==> src/rtl/golay24_dec_chase_sched.sv <==
// Frame scheduler for the Golay(24,12) Chase candidate generator.
// Buffers {hard decision, least-reliable indexes} frames in a 2-entry FIFO
// and issues one frame at a time when the decision unit is ready, tagging it.
// Optional build macro: GOLAY24_DEC_SCHED_WATCHDOG_EN (RUN-state watchdog, drives oerr).
module golay24_dec_chase_sched #(
    parameter int unsigned pIDX_NUM = 1,
    parameter int unsigned pTAG_W   = 4
) (
    input  logic                           iclk,
    input  logic                           ireset,
    input  logic                           iclkena,
    input  logic                           ival,
    input  logic [23:0]                    ich_hd,
    input  logic [pIDX_NUM-1:0][4:0]       iidx,
    output logic                           ordy,
    output logic                           ooverflow,
    input  logic                           idec_rdy,
    output logic                           ogen_val,
    output logic [23:0]                    ogen_hd,
    output logic [pIDX_NUM-1:0][4:0]       ogen_idx,
    input  logic                           igen_eop,
    input  logic                           igen_val,
    output logic [pTAG_W-1:0]              otag,
    output logic                           obusy,
    output logic                           oerr
);

    localparam int unsigned DAT_W   = 24;
    localparam int unsigned IDX_W   = 5;
    localparam int unsigned IDX_TOT = pIDX_NUM * IDX_W;
    localparam int unsigned ENTRY_W = DAT_W + IDX_TOT;

    typedef enum logic [1:0] {
        ST_IDLE  = 2'd0,
        ST_ISSUE = 2'd1,
        ST_RUN   = 2'd2
    } state_t;

    state_t                          state_q, state_d;

    logic [ENTRY_W-1:0]              mem_q [2];
    logic                            wr_ptr_q, rd_ptr_q;
    logic [1:0]                      cnt_q, cnt_d;

    logic [DAT_W-1:0]                gen_hd_q;
    logic [pIDX_NUM-1:0][IDX_W-1:0]  gen_idx_q;
    logic [pTAG_W-1:0]               tag_q;
    logic                            ovf_q;

    logic                            push_c, pop_c, load_c, issue_c;
    logic                            fifo_ne_c, eop_c;
    logic [ENTRY_W-1:0]              head_c;

    assign ordy      = (cnt_q < 2'd2);
    assign fifo_ne_c = (cnt_q != 2'd0);
    assign eop_c     = igen_val & igen_eop;
    assign push_c    = iclkena & ival & ordy;
    assign pop_c     = iclkena & issue_c;
    assign head_c    = mem_q[rd_ptr_q];

`ifdef GOLAY24_DEC_SCHED_WATCHDOG_EN
    localparam int unsigned WD_INIT = (1 << pIDX_NUM) + 4;
    localparam int unsigned WD_W    = $clog2(WD_INIT + 1);

    logic [WD_W-1:0] wd_cnt_q;
    logic            wd_expire_c;
    logic            err_q;

    assign wd_expire_c = (state_q == ST_RUN) && !eop_c && (wd_cnt_q == WD_W'(1));

    // Watchdog: armed on issue, counts down while the generator is running
    always_ff @(posedge iclk or posedge ireset) begin
        if (ireset) begin
            wd_cnt_q <= '0;
            err_q    <= 1'b0;
        end else if (iclkena) begin
            err_q <= wd_expire_c;
            if (state_q == ST_ISSUE) begin
                wd_cnt_q <= WD_W'(WD_INIT);
            end else if (state_q == ST_RUN && wd_cnt_q != '0) begin
                wd_cnt_q <= wd_cnt_q - WD_W'(1);
            end
        end
    end

    assign oerr = err_q;
`else
    assign oerr = 1'b0;
`endif

    // FSM state register
    always_ff @(posedge iclk or posedge ireset) begin
        if (ireset) begin
            state_q <= ST_IDLE;
        end else if (iclkena) begin
            state_q <= state_d;
        end
    end

    // FSM next-state logic
    always_comb begin
        state_d = state_q;
        case (state_q)
            ST_IDLE: begin
                if (fifo_ne_c && idec_rdy) begin
                    state_d = ST_ISSUE;
                end
            end
            ST_ISSUE: begin
                state_d = ST_RUN;
            end
            ST_RUN: begin
                if (eop_c) begin
                    state_d = ST_IDLE;
                end
`ifdef GOLAY24_DEC_SCHED_WATCHDOG_EN
                else if (wd_expire_c) begin
                    state_d = ST_IDLE;
                end
`endif
            end
            default: begin
                state_d = ST_IDLE;
            end
        endcase
    end

    // FSM output decode: issue strobe and head capture on the way into ISSUE
    always_comb begin
        issue_c = 1'b0;
        load_c  = 1'b0;
        case (state_q)
            ST_IDLE:  load_c  = fifo_ne_c & idec_rdy;
            ST_ISSUE: issue_c = 1'b1;
            default: begin
                issue_c = 1'b0;
                load_c  = 1'b0;
            end
        endcase
    end

    // FIFO occupancy: push and pop in the same cycle leave it unchanged
    always_comb begin
        cnt_d = cnt_q;
        case ({push_c, pop_c})
            2'b10:   cnt_d = cnt_q + 2'd1;
            2'b01:   cnt_d = cnt_q - 2'd1;
            default: cnt_d = cnt_q;
        endcase
    end

    // FIFO pointers and count
    always_ff @(posedge iclk or posedge ireset) begin
        if (ireset) begin
            wr_ptr_q <= 1'b0;
            rd_ptr_q <= 1'b0;
            cnt_q    <= 2'd0;
        end else begin
            cnt_q <= cnt_d;
            if (push_c) begin
                wr_ptr_q <= ~wr_ptr_q;
            end
            if (pop_c) begin
                rd_ptr_q <= ~rd_ptr_q;
            end
        end
    end

    // FIFO storage; contents are only meaningful under the count
    always_ff @(posedge iclk) begin
        if (push_c) begin
            mem_q[wr_ptr_q] <= {ich_hd, iidx};
        end
    end

    // Generator-facing payload and tag, held from one issue to the next
    always_ff @(posedge iclk or posedge ireset) begin
        if (ireset) begin
            gen_hd_q  <= '0;
            gen_idx_q <= '0;
            tag_q     <= '1;
            ovf_q     <= 1'b0;
        end else if (iclkena) begin
            ovf_q <= ival & ~ordy;
            if (load_c) begin
                gen_hd_q  <= head_c[ENTRY_W-1 -: DAT_W];
                gen_idx_q <= head_c[IDX_TOT-1:0];
                tag_q     <= tag_q + pTAG_W'(1);
            end
        end
    end

    assign ogen_val  = (state_q == ST_ISSUE);
    assign ogen_hd   = gen_hd_q;
    assign ogen_idx  = gen_idx_q;
    assign otag      = tag_q;
    assign ooverflow = ovf_q;
    assign obusy     = (state_q != ST_IDLE) | fifo_ne_c;

endmodule
==> config.mk <==
export PLATFORM = sky130hd
export DESIGN_NAME = golay24_dec_chase_sched
export DESIGN_NICKNAME = d
export VERILOG_FILES = /design/src/rtl/golay24_dec_chase_sched.sv
export SDC_FILE = /design/constraint.sdc
export NUM_CORES = 1
export LEC_CHECK = 0
export CAP_MARGIN = 20
export CELL_PAD_IN_SITES_DETAIL_PLACEMENT = 0
export CELL_PAD_IN_SITES_GLOBAL_PLACEMENT = 1
export CORE_AREA = 4 4 95 114
export DETAILED_ROUTE_END_ITERATION = 10
export DIE_AREA = 0 0 99 118
export GPL_ROUTABILITY_DRIVEN = 1
export PLACE_DENSITY_LB_ADDON = 0.1
export SLEW_MARGIN = 10
export SYNTH_ARGS = -nofsm -noshare
export SYNTH_HDL_FRONTEND = slang
export SYNTH_SLANG_ARGS = --single-unit
==> constraint.sdc <==
create_clock -name iclk -period 2.13 [get_ports iclk]
set_input_delay 0.213 -clock iclk [delete_from_list [all_inputs] [get_ports iclk]]
set_output_delay 0.213 -clock iclk [all_outputs]
set_load 0.03 [all_outputs]
# Word-level counts from Yosys, hierarchy flattened
# Memory sizes are Yosys's and may differ from the RTL's. A register that Yosys moved wholly into a read port is not among the register bits.
# Cells that the tools add are included.
# classes
add_sub_neg	3
multipliers	0
div_mod_pow	0
n_lt_le_gt_ge	1
eq_ne	6
shift	0
muxes	8
bitwise	10
reduce_logical	7
# op_table
cell	n
$and 1x1->1	6
$pmux 2 s3	1
$reduce_bool 2->1	3
$add 4x1->4 const B	1
$eq 2x1->1 const B	2
$eq 2x2->1 const B	2
$mux 1	4
$mux 2	2
$ne 2x2->1 const B	2
$pmux 2 s2	1
$not 1->1	3
$reduce_and 3->1	1
$add 2x1->2 const B	1
$logic_not 2->1	1
$lt 2x2->1 const B	1
$reduce_and 2->1	1
$sub 2x1->2 const B	1
$logic_and 1x1->1	1
$or 1x1->1	1
# word_totals
regBits	11
latch_bits	0
ramBits	58
romBits	0
inputBits	36
output_inout_bits	38
n_memories	1
# mem_list
name	depth	word_bits	read_ports	rd_ports_with_merged_regs	write_ports	line_no	rtl
mem_q	2	29	1	1	1	41	logic [ENTRY_W-1:0] mem_q [2];

# Depth between registers and ports, before layout
# Gate-level depths: netlist of the first run.
# logic_depth
depth_word	5
mapped_depth	6
depth_no_buf	6

# Least setup slack after synthesis of the first run
# No wires, ideal clock.
# synth_path
path_type	register to register
start	register cnt_q[1]
end	memory mem_q[0][0] in the netlist's numbering (enable)
arrival_time_ns	2.118
setup_slack_ns	-0.404
path_stages_with_launch	4
n_path_buf	0
synth_period_minus_slack_ns	2.534
path_cell_list	dfrtp_1 -> inv_1 -> nand3_1 -> nor2_1
# synth_via
elab_chain_len	4
# synth_rtl
element	line_no	rtl
start: declaration	43	logic [1:0] cnt_q, cnt_d;
start signal: assignment	159	cnt_q <= cnt_d;
$lt 2x2->1	54	assign ordy = (cnt_q < 2'd2);
named net ordy	15	output logic ordy,
$and 1x1->1	57	assign push_c = iclkena & ival & ordy;
$mux 1	171	if (push_c) begin
$mux 1 (not written as such)	172	mem_q[wr_ptr_q] <= {ich_hd, iidx};
end: declaration	41	
# The timed path passes the listed nets, and every way through them passes these cells.

# Final worst setup path of the first run
# layout_path
start	register state_q[0]
end	output ogen_val
# layout_via
elab_chain_len	1
# layout_rtl
element	line_no	rtl
start: declaration	39	state_t state_q, state_d;
start signal: assignment	96	state_q <= state_d;
$eq 2x1->1	193	assign ogen_val = (state_q == ST_ISSUE);
end: declaration	18	output logic ogen_val,
# No other way between the ends.

==> flow_metrics.py, run 1 <==
metrics = {
    "pwr": {
        "p_clk_share_pct": 24.7,
        "ir_drop_mv": 0.606,
        "p_comb_share_pct": 36.5,
        "p_leak_nw": 1.84,
        "total_power_mw": 7.34,
        "power_density_mw_per_mm2": 1460,
        "power_switching_mw": 2.31,
        "pwr-share-seq_pct": 38.8,
        "internal_power_mw": 5.02,
        "swShare_pct": 31.5,
    },
    "synth": {
        "synthAdderAreaFrac_pct": 0.673,
        "synth_top_family_by_area": "multiplexers",
        "synth_xor_area_share_pct": 1.89,
        "synth_cell_types": 24,
        "ys_ff_latch": 98,
        "ys_warn_count": 0,
        "synth.avg_cell_area_um2": 18.4,
        "yosysSeqAreaShare_pct": 73.9,
        "yosys.area_share.simple_pct": 2.76,
        "synthMuxAreaShare_pct": 17.9,
        "syn_nets": 240,
        "mappedNetlistArea_mm2": 0.00372,
        "synthCells": 202,
        "synth-compound-area-share_pct": 0.707,
    },
    "drt": {
        "first_pass_iters": 3,
        "dr.first_iter.drc_count": 48,
        "ant_nets": 0,
        "wl_per_cell_um": 16.2,
        "drc_errors": 0,
        "viasPerCell": 4.72,
        "num_vias": 1948,
        "drt_wl_total_um": 6700,
    },
    "global_route": {
        "grt.met1_usage_pct": 14.9,
        "grt.busiest_layer": "met2",
        "grt_pass1_vias": 2180,
        "grt_max_degree": 41,
        "track_usage_pct": 12.4,
        "grt_pass1_wl_um": 11000,
        "grt_overflow": 0,
        "grtUsageMet3_pct": 3.79,
        "antenna_found_initial": 0,
        "met2_usage_pct": 20.2,
    },
    "sta": {
        "drv_slew": 0,
        "setup_viol": 0,
        "min_period_ns": 1.81,
        "skew_ns": 0.00816,
        "rsz0062_at_grt": "false",
        "report.final.hold_viol_count": 0,
        "min_period_over_period_pct": 85.1,
        "fin_ws_ns": 0.318,
        "fmax_mhz": 552,
    },
    "critical_path": {
        "cp_cell_sequence": "inv_1, nor2_1, clkdlybuf4s50_1",
        "startpoint_type": "flop",
        "path_max_fanout": 5,
        "arrival_ns": 1.60,
        "max_stage_delay_ns": 0.68,
        "slowest_stage": "clkdlybuf4s50_1",
        "crit_family": "buffers and inverters",
        "worstSetupPathType": "flop to output pin",
        "worst-path-buf-inv": 2,
        "setup.worst_path.end_class": "output pin",
        "cp.required_ns": 1.92,
    },
    "clocking": {
        "htree_levels": 3,
        "clkTransAtPathRegs_ns": 0.06,
        "postCtsHoldBufs": 0,
        "cts-root-buf": "clkbuf_16",
        "clk-insertion-delay-late_ns": 0.34,
        "tritoncts": "yes",
        "numCtsBuffers": 9,
        "cts_buffer_depth": 2,
        "cts_sinks": 98,
        "cts_resized": 0,
        "post_cts_buffers": 0,
    },
    "run": {
        "maxCapViolCount": 0,
    },
    "placed_design": {
        "dp.cells": 398,
        "hpwl_um": 4430,
        "dpl-instance-area_mm2": 0.00467,
        "dp_slack_ns": 0.172,
        "portBuffers": 72,
        "globalplace.congestion": 0.670,
    },
    "floorplanning": {
        "initial_utilization_pct": 38.7,
        "dieArea_mm2": 0.0117,
        "dieHeight_um": 118,
        "ioPinCount": 74,
        "num_rows": 39,
        "coreArea_mm2": 0.00961,
        "die_w_um": 99,
    },
    "final_layout": {
        "postLayoutCellArea_mm2": 0.00501,
        "syn2layout_area_growth_pct": 34.9,
        "drive_above_1_share_pct": 31.7,
        "num_antenna_cells": 0,
        "fin_nets": 324,
        "finalNonFillerCells": 413,
    },
    "outcome": {
        "status": "complete, no violations",
    },
    "worst_hold_path": {
        "hold_class": "input pin to asynchronous set/reset pin",
    },
}
layout make-up:
class | instances | area, µm²
Inverter | 6 | 22.5
Timing Repair Buffer | 80 | 843
Sequential cell | 98 | 2750
Clock inverter | 6 | 113
Clock buffer | 9 | 225
Fill cell | 808 | 4600
Tap cell | 123 | 154
Multi-Input combinational cell | 91 | 907
cells by family (layout without fill, tap and decap cells):
group,Yosys count,after routing
buf+inv,13,101
xor+xnor,8,8
fa+ha+maj,2,2
mux,59,59
simple gates,16,16
flops,98,98
compound gates,5,5
other cells,1,1
cell usage after synthesis:
library cell	count	area (µm²)
mux2_2	59	664
buf_6	3	33.8
xor2_1	4	35.0
nand3_1	3	15.0
a21oi_1	1	5.00
o22ai_1	1	6.26
nor2_2	1	6.26
nor3_1	1	5.00
buf_4	1	7.51
dfrtp_1	36	901
nor2_1	6	22.5
xnor2_1	4	35.0
nand4bb_4	1	27.5
clkbuf_1	2	7.51
inv_1	6	22.5
nor3b_1	1	7.51
edfxtp_1	58	1740
conb_1	1	3.75
ha_1	2	25.0
o21ai_0	3	15.0
buf_2	1	5.00
nand2_1	2	7.51
dfstp_2	4	105
nor2_4	1	11.3
registers in the layout, indices dropped and copies added, names as in the netlist, 2 cells and up:
register	count
cnt_q	2
mem_q	58
ogen_hd	24
ogen_idx	5
otag	4
state_q	2
per-stage QoR:
stage                     TNS (ns)  hold WS (ns)  util (%)
final                            0         0.221      52.1
after CTS                        0         0.232      52.1
after global placement           0         0.490      48.6
after floorplan             -23.40         0.312         -
after detailed placement         0         0.496      48.6
after global routing             0         0.250      52.1
path summary, 6_finish.rpt:
path	start	end	slack [ns]	depth (start not counted)
min in group iclk	ich_hd[3]	mem_q[1][8]	0.46	1
hold / removal	ireset	ogen_hd[13]	0.22	3
setup / recovery	state_q[0]	ogen_val	0.32	3
hold reg to reg	ogen_hd[11]	ogen_hd[11]	0.51	1
setup reg to reg	state_q[0]	ogen_hd[7]	0.54	4
max in group asynchronous	ireset	otag[2]	1.63	3
worst reg2reg max path: stages (launching register included):
cell,delay (ns)
dfrtp_1,0.43
nand4bb_4,0.28
nor2_4,0.14
buf_4,0.26
mux2_2,0.36
per-layer routing:
metal	up-vias	part of all wire [%]
met5	-	0
met4	0	2.1
met2	52	51
li1	910	-
met1	976	42
met3	10	5.5
layout by cell type (no fill, tap or decap), drive strengths merged, types with 4 or more instances in the layout:
cell type / count
xnor2: 4
dfrtp: 36
dfstp: 4
clkbuf: 9
edfxtp: 58
clkdlybuf4s50: 72
nor2: 8
buf: 8
mux2: 59
inv: 8
xor2: 4
power by group through the flow:
stage	clock network (mW)	logic [mW]	registers, mW
3_5_place_dp	0	2.73	2.89
5_1_grt	1.95	2.85	2.91
2_1_floorplan	0	1.02	3.47
3_3_place_gp	0	2.71	2.89
6_report	1.81	2.68	2.84
4_1_cts	1.86	2.73	2.86
No activity file was read; power rests on OpenSTA's default activity.
==> run 2: changes to the inputs <==
Settings changed: GPL_ROUTABILITY_DRIVEN 1 to default.
==> results of run 2 <==
The final DEF is identical to that of run 1; final timing and power are the same.
